**src/rtl/mult_div.sv**
```systemverilog
// mult_div: multi-cycle MULT/DIV unit beside the ULA; writes HI/LO after WIDTH iterations.
// Define MULT_DIV_UNSIGNED_EN to add the unsigned_op port (MULTU/DIVU support).
module mult_div #(
   parameter int WIDTH = 32
) (
   input  logic             clk,
   input  logic             reset,
   input  logic             start_mult,
   input  logic             start_div,
   input  logic [WIDTH-1:0] src_a,
   input  logic [WIDTH-1:0] src_b,
`ifdef MULT_DIV_UNSIGNED_EN
   input  logic             unsigned_op,
`endif
   output logic             busy,
   output logic             done,
   output logic             div_zero,
   output logic [WIDTH-1:0] hi,
   output logic [WIDTH-1:0] lo
);

   localparam int CW = (WIDTH > 1) ? $clog2(WIDTH) : 1;

   typedef enum logic [1:0] {IDLE, MULT, DIV, DZERO} state_t;

   state_t          state, state_next;
   logic [CW-1:0]   count;
   logic            last_iter;

   logic             start_uns;
   logic             a_neg, b_neg;
   logic [WIDTH-1:0] a_mag, b_mag;

   logic [WIDTH:0]   mcand, acc_hi, acc_hi_next;
   logic [WIDTH-1:0] acc_lo, acc_lo_next, prod_hi;
   logic             acc_q, mul_fix;
   logic [WIDTH+1:0] booth_sum;

   logic [WIDTH-1:0] dvs, rem, quo, trial, rem_next, quo_next, quot_final, rem_final;
   logic [WIDTH:0]   shifted;
   logic             fits, neg_q, neg_r;

`ifdef MULT_DIV_UNSIGNED_EN
   assign start_uns = unsigned_op;
`else
   assign start_uns = 1'b0;
`endif

   assign a_neg     = ~start_uns & src_a[WIDTH-1];
   assign b_neg     = ~start_uns & src_b[WIDTH-1];
   assign a_mag     = a_neg ? -src_a : src_a;
   assign b_mag     = b_neg ? -src_b : src_b;
   assign last_iter = (count == CW'(WIDTH-1));
   assign busy      = (state != IDLE);

   always_comb begin
      state_next = state;
      case (state)
         IDLE: begin
            if (start_mult)
               state_next = MULT;
            else if (start_div)
               state_next = (src_b == '0) ? DZERO : DIV;
         end
         MULT, DIV: begin
            if (last_iter)
               state_next = IDLE;
         end
         DZERO:   state_next = IDLE;
         default: state_next = IDLE;
      endcase
   end

   // Booth step: sum is two bits wider than WIDTH so that adding a full-range
   // multiplicand to the upper half cannot overflow before the arithmetic shift.
   // An unsigned multiplier with its MSB set is treated as negative by Booth;
   // mul_fix adds the missing multiplicand*2^WIDTH back in on the final step.
   always_comb begin
      booth_sum = {acc_hi[WIDTH], acc_hi};
      case ({acc_lo[0], acc_q})
         2'b10:   booth_sum = {acc_hi[WIDTH], acc_hi} - {mcand[WIDTH], mcand};
         2'b01:   booth_sum = {acc_hi[WIDTH], acc_hi} + {mcand[WIDTH], mcand};
         default: ;
      endcase
      acc_hi_next = booth_sum[WIDTH+1:1];
      acc_lo_next = {booth_sum[0], acc_lo[WIDTH-1:1]};
      prod_hi     = acc_hi_next[WIDTH-1:0] + (mul_fix ? mcand[WIDTH-1:0] : '0);
   end

   // Restoring division on magnitudes; the partial remainder stays below the
   // divisor, so the trial difference always fits in WIDTH bits when it is kept.
   always_comb begin
      shifted    = {rem, quo[WIDTH-1]};
      trial      = shifted[WIDTH-1:0] - dvs;
      fits       = (shifted >= {1'b0, dvs});
      rem_next   = fits ? trial : shifted[WIDTH-1:0];
      quo_next   = {quo[WIDTH-2:0], fits};
      quot_final = neg_q ? -quo_next : quo_next;
      rem_final  = neg_r ? -rem_next : rem_next;
   end

   always_ff @(posedge clk) begin
      if (reset) begin
         state    <= IDLE;
         count    <= '0;
         done     <= 1'b0;
         div_zero <= 1'b0;
         hi       <= '0;
         lo       <= '0;
         mcand    <= '0;
         acc_hi   <= '0;
         acc_lo   <= '0;
         acc_q    <= 1'b0;
         mul_fix  <= 1'b0;
         dvs      <= '0;
         rem      <= '0;
         quo      <= '0;
         neg_q    <= 1'b0;
         neg_r    <= 1'b0;
      end else begin
         state    <= state_next;
         done     <= 1'b0;
         div_zero <= 1'b0;
         case (state)
            IDLE: begin
               count <= '0;
               if (start_mult) begin
                  mcand   <= {~start_uns & src_a[WIDTH-1], src_a};
                  acc_hi  <= '0;
                  acc_lo  <= src_b;
                  acc_q   <= 1'b0;
                  mul_fix <= start_uns & src_b[WIDTH-1];
               end else if (start_div) begin
                  dvs   <= b_mag;
                  rem   <= '0;
                  quo   <= a_mag;
                  neg_q <= a_neg ^ b_neg;
                  neg_r <= a_neg;
               end
            end
            MULT: begin
               acc_hi <= acc_hi_next;
               acc_lo <= acc_lo_next;
               acc_q  <= acc_lo[0];
               count  <= count + 1'b1;
               if (last_iter) begin
                  hi   <= prod_hi;
                  lo   <= acc_lo_next;
                  done <= 1'b1;
               end
            end
            DIV: begin
               rem   <= rem_next;
               quo   <= quo_next;
               count <= count + 1'b1;
               if (last_iter) begin
                  hi   <= rem_final;
                  lo   <= quot_final;
                  done <= 1'b1;
               end
            end
            DZERO: begin
               done     <= 1'b1;
               div_zero <= 1'b1;
            end
            default: ;
         endcase
      end
   end

endmodule
```
**config.mk**
```make
export PLATFORM = sky130hd
export DESIGN_NAME = mult_div
export DESIGN_NICKNAME = d
export VERILOG_FILES = /design/src/rtl/mult_div.sv
export SDC_FILE = /design/constraint.sdc
export NUM_CORES = 1
export LEC_CHECK = 0
export BUFFER_PORTS_ARGS = -buffer_cell sky130_fd_sc_hd__buf_2
export CAP_MARGIN = 20
export CORE_MARGIN = 2
export CORE_UTILIZATION = 55
export CTS_CLUSTER_SIZE = 30
export DETAILED_ROUTE_END_ITERATION = 6
export MAX_ROUTING_LAYER = met4
export PLACE_DENSITY = 0.73
export REMOVE_ABC_BUFFERS = 1
export SYNTH_ARGS = -nofsm -noshare
export SYNTH_HDL_FRONTEND = slang
export SYNTH_SLANG_ARGS = --single-unit
```
**constraint.sdc**
```tcl
create_clock -name clk -period 4.89 [get_ports clk]
set_input_delay 0.978 -clock clk [delete_from_list [all_inputs] [get_ports clk]]
set_output_delay 0.978 -clock clk [all_outputs]
set_load 0.01 [all_outputs]
```
# Word level (Yosys, flattened, before mapping)
# Index checks and enable logic that the tools add are counted.
# Widths: inputs -> output; s select.
# totals
reg_bits,269
input_bits,68
# op_classes
n_eq_ne,14
n_lt_le_gt_ge,1
bitwise_logic,2
muxes,33
n_addsub,8
reduce_logical,15
# op_table
operator,count
$mux 32,14
$pmux 32 s2,5
$neg 32->32,4
$pmux 34 s2,1
$pmux 33 s2,1
$add 33x32->34,1
$sub 33x32->34,1
$ge 33x32->1,1
$mux 33,1
$logic_not 32->1,1
$sub 32x32->32,1
$reduce_and 3->1,4
$ne 2x2->1 const B,5
$pmux 5 s2,1
$reduce_bool 2->1,5
$eq 2x2->1 const B,3
$mux 2,3
$pmux 2 s3,1
$reduce_and 2->1,3
$add 5x1->5 const B,1
$eq 5x5->1 const B,1
$eq 2x1->1 const B,2
$mux 1,4
$pmux 1 s2,2
other kinds (7),7

# Logic depth before layout (Yosys ltp)
# depth
depth_word,6
mapped_depth,23
ltp_nobuf,21

# Worst setup path before layout
# OpenSTA, ideal clock, no wires.
# synth_path
path_type,reg-to-reg
start,reg dvs[23]
end,reg hi[26]
path_slack_ps,200
setup_time_ps,124
synth_period_minus_slack_ps,4690
required_time_ps,4766
path_stages_with_launch,23
path_buffers,4
arrival_ps,4567
cell_sequence,dfxtp_1 > inv_1 > ha_1 > buf_6 > and4_4 > and3_4 > and3_1 > a2111o_1 > a31oi_4 > nand2_4 > buf_6 > buf_2 > buf_1 > o21ai_0 > ha_1 > nand2b_1 > or3_1 > nor3_1 > a41oi_1 > a2111o_1 > o41ai_2 > xnor2_1 > o22ai_1
# synth_via
elab_chain_len,6
elab_cells_between_ends,7
cone_classes,add/sub (2); order compare (1); mux (4)
# synth_rtl
item,line_no,source
start: declaration,39,"logic [WIDTH-1:0] dvs, rem, quo, trial, rem_next, quo_next, quot_final, rem_final;"
start signal: assignment,134,dvs <= b_mag;
$sub 32x32->32 or $ge 33x32->1 (tied branches),"94, 95",
$mux 32 (*),96,rem_next = fits ? trial : shifted[WIDTH-1:0];
$neg 32->32,99,rem_final = neg_r ? -rem_next : rem_next;
$mux 32 (*),99,
$mux 32 (*),156,if (last_iter) begin
$pmux 32 s2 (*),124,case (state)
end signal: assignment,147,hi <= prod_hi;
end signal: assignment,157,hi <= rem_final;
end: declaration,18,"output logic [WIDTH-1:0] hi,"
# Every way passes the cells marked *; elsewhere a longest branch is shown, timed or not. The select of a mux whose other input is x is not followed.
# A chain may end at the register's enable or synchronous reset.

# Worst setup path in the final report
# layout_path
start,reg rem[19]
end,reg hi[30]
# layout_via
elab_chain_len,6
elab_cells_between_ends,7
cone_classes,add/sub (2); order compare (1); mux (4)
# layout_rtl
item,line_no,source
start: declaration,39,
start signal: assignment,153,rem <= rem_next;
$sub 32x32->32 or $ge 33x32->1 (tied branches),"94, 95",
$mux 32 (*),96,
$neg 32->32,99,
$mux 32 (*),99,
$mux 32 (*),156,
$pmux 32 s2 (*),124,
# Marked as above.

==> flow_metrics.py <==
metrics = {
    "power_and_ir_drop": {
        "p_switching_mw": 3.295,
        "ir_drop_mv": 0.4292,
        "sequentialPowerShare_pct": 30.1,
        "swShare_pct": 39.04,
        "p_leak_nw": 8.418,
        "power_density_nw_per_um2": 397.7,
        "power_frac_clock_pct": 31.9,
        "combPwrFrac_pct": 38.0,
        "internal-power_mw": 5.144,
    },
    "clock_network": {
        "cts.sinks": 269,
        "numCtsBuffers": 34,
        "cts_root_buf": "clkbuf_16",
        "path_clk_slew_ns": 0.06,
        "ctsHtreeMaxLevel": 2,
        "clkLatencyLatePin_ns": 0.55,
        "cts_buffer_depth": 3,
        "cts_tree": "yes",
    },
    "floorplan": {
        "chipWidth_um": 188.4,
        "pin_count": 135,
        "die_area_um2": 35510,
        "initial_core_util_pct": 55.79,
        "fp-row-count": 67,
        "die-height_um": 188.4,
        "core-area_um2": 33530,
    },
    "sta": {
        "slew_headroom_pct": 28.65,
        "min_period_over_period_pct": 96.64,
        "period_needed_ns": 4.726,
        "finalMaxSlewViolations": 0,
        "fmax_mhz": 211.6,
        "finalHoldViolations": 0,
        "tightest_slew_ns": 1.064,
        "whs_ns": 0.4469,
        "worst_clock_skew_ns": 0.02076,
        "finalSetupViolCount": 0,
    },
    "layout": {
        "final_nets": 2725,
        "fin_cells": 3054,
        "area_delta_synth_final_pct": 13.42,
        "multi_input_area_um2": 12580,
        "fillCellCount": 3099,
        "finish.utilization_pct": 63.28,
        "stdcell_area_um2": 21220,
        "register_area_um2": 5388,
        "drive_above_1_share_pct": 12.57,
    },
    "routing": {
        "wl_per_cell_um": 21.34,
        "firstDrtPassIters": 6,
        "viasPerCell": 6.298,
        "drt-total-wl_mm": 65.18,
        "drc": 0,
        "drt_iter0_markers": 1892,
        "dr_total_vias": 19235,
        "antenna_left": 0,
    },
    "place": {
        "hpwlAfterDp_mm": 47.88,
        "place_inst": 2983,
        "placed_cell_area_um2": 19850,
        "routabilityCongestion": 1.008,
        "numPortBuffers": 134,
    },
    "logic_synthesis": {
        "synth-async-reset-ratio_pct": 0,
        "seq_area_frac_synth_pct": 28.79,
        "synthCells": 2498,
        "synth_seq_cells": 269,
        "synth_edf_count": 0,
        "synth_area_per_cell_um2": 7.489,
        "synth_top_area_share_pct": 28.79,
        "synth_top_area_cell": "dfxtp_1",
        "synth-warning-count": 0,
        "synth_area_leaders": "dfxtp_1, nor2_1, a21oi_1",
        "synth_ff_type": "dfxtp_1",
        "synth_cell_types": 92,
        "syn_area_um2": 18710,
    },
    "grt": {
        "grt_pass1_wl_mm": 101.4,
        "grt_max_degree": 139,
        "busiest_layer": "met2",
        "gr-usage-met1_pct": 51.37,
        "use_met2_pct": 55.21,
        "gr-usage-met3_pct": 5.569,
        "grt_pass1_vias": 17697,
        "antenna_found_initial": 4,
        "overflow": 0,
        "track_usage_pct": 36.94,
    },
    "job": {
        "drv_cap": 0,
    },
    "worst_setup_path": {
        "cp_data_required_time_ns": 5.26,
        "worstSetupStartpoint": "rem[19]",
        "r2r_cells": 18,
        "path_max_fanout": 6,
        "r2r_start": "rem[19]",
        "cp_data_arrival_time_ns": 5.10,
        "startpoint_type": "flop",
        "end_kind": "flop",
        "ff2ff_setup_slack_ns": 0.16,
        "crit_type": "flop to flop",
        "r2r-end": "hi[30]",
        "crit_path_end": "hi[30]",
    },
    "outcome": {
        "status": "completed",
    },
    "min_path": {
        "hold_path.class": "flop to flop",
    },
}
==> cell families (layout without fill, tap and decap cells) <==
family | count (synthesis) | after routing | synth area share (%)
and+or+nand+nor | 888 | 888 | 21.38
AOI/OAI and AO/OA | 768 | 768 | 26.78
DFF | 269 | 269 | 28.79
buffers and inverters | 234 | 338 | 4.956
xor gates and xnor gates | 189 | 189 | 8.848
adders and majority gates | 81 | 81 | 5.498
muxes | 69 | 69 | 3.752
other | 0 | 4 | 0
==> synth_stat cells (5+ instances only) <==
library cell	instances
o21ai_1	6
buf_1	17
o21ai_0	136
or4_1	23
a211oi_1	102
mux2i_1	60
o21bai_1	10
or3_1	21
o211ai_1	21
dfxtp_1	269
nor2b_1	14
o31a_1	9
and2_1	15
nand3b_1	8
nor4_1	18
o41ai_1	17
a31oi_1	15
ha_1	79
o21a_1	12
buf_2	9
inv_1	75
nor2_1	341
mux2_2	8
xnor2_1	55
a22oi_1	40
xor2_1	134
a41o_1	5
a21boi_0	10
clkbuf_1	124
nand3_1	31
nand4_1	9
o22ai_1	6
nand2_1	295
and3_1	12
a21o_1	23
a2111oi_0	7
a21oi_1	246
a211o_1	8
o31ai_1	39
nand2b_1	22
nor3_1	50
==> stage by stage <==
stage | worst slack [ns] | power [mW] | setup TNS, ns
finish | 0.1644 | 8.439 | 0
global route | -0.02437 | 8.830 | -0.03181
CTS | 0.02822 | 8.329 | 0
detailed placement | 0.08961 | 5.641 | 0
global placement | 0.3155 | 5.601 | 0
floorplan | -3.701 | 4.617 | -299.65
==> worst min path at each step <==
stage | start | to | depth (start not counted)
finish | lo[0] | lo[0] | 2
global route | lo[25] | lo[25] | 2
CTS | lo[0] | lo[0] | 2
detailed placement | lo[0] | lo[0] | 2
global placement | lo[0] | lo[0] | 2
floorplan | dvs[0] | dvs[0] | 2
==> power by group through the flow <==
stage	sequential [mW]	clock, mW	combinational [mW]
global route	2.56	2.80	3.47
detailed placement	2.59	0	3.06
CTS	2.54	2.71	3.08
floorplan	2.53	0	2.09
finish	2.54	2.69	3.21
global placement	2.58	0	3.03
==> placed cells by master, fill, tap and decap left out, types with 14 or more instances in the layout <==
cell	count
xnor2_1	55
or4_1	23
inv_1	75
buf_2	133
nand2_1	293
ha_1	66
nand3_1	31
a31oi_1	15
dfxtp_1	267
a21o_1	23
a21oi_1	241
o41ai_1	16
xor2_1	134
nor2b_1	14
nor4_1	17
nand2b_1	22
nor2_1	338
a22oi_1	40
and2_1	15
o211ai_1	21
clkbuf_16	35
nor3_1	47
o31ai_1	39
a211oi_1	102
buf_4	60
or3_1	21
o21ai_0	131
mux2i_1	60
==> critical path: stages (launching register included) <==
cell	delay (ns)
dfxtp_1	0.43
ha_2	0.36
and4_4	0.17
and3_4	0.17
and3_1	0.19
a2111o_1	0.46
a31oi_4	0.23
nand2_4	0.10
mux2_2	0.31
inv_1	0.07
ha_1	0.16
nand2b_1	0.10
or3_1	0.31
nor3_1	0.15
a41oi_1	0.11
a2111o_1	0.60
nor4_2	0.25
mux2i_1	0.27
a211oi_1	0.10
==> registers in the layout (all words and copies together) (netlist names) <==
| register | count |
|---|---|
| state | 2 |
| dvs | 32 |
| acc_q | 1 |
| div_zero | 1 |
| acc_hi | 33 |
| done | 1 |
| rem | 32 |
| lo | 32 |
| count | 5 |
| acc_lo | 32 |
| neg_q | 1 |
| quo | 32 |
| mcand | 32 |
| neg_r | 1 |
| hi | 32 |
==> timing repair <==
action                     in CTS  in global routing
hold buffers                    0                  0
setup endpoints to repair       0                 21
setup buffers                   0                  4
gates resized for setup         0                 34
==> area by class of cell <==
type / instances / share of cell area, %
multi-input cells: 1995 / 59.28
flip-flops and latches: 269 / 25.39
repair buffers: 198 / 5.696
clock buffers: 51 / 4.741
well taps: 448 / 2.642
inverters: 78 / 1.380
clock inverters: 11 / 0.8197
diodes: 4 / 0.04718
==> per-layer routing <==
metal  vias to the layer above  wire length (um)
li1                       9115                 -
met1                      9109             29540
met2                       868             28200
met3                       143              5368
met4                         0              2076
met5                         -                 0
Note: power is estimated with default switching activity, not from simulation.
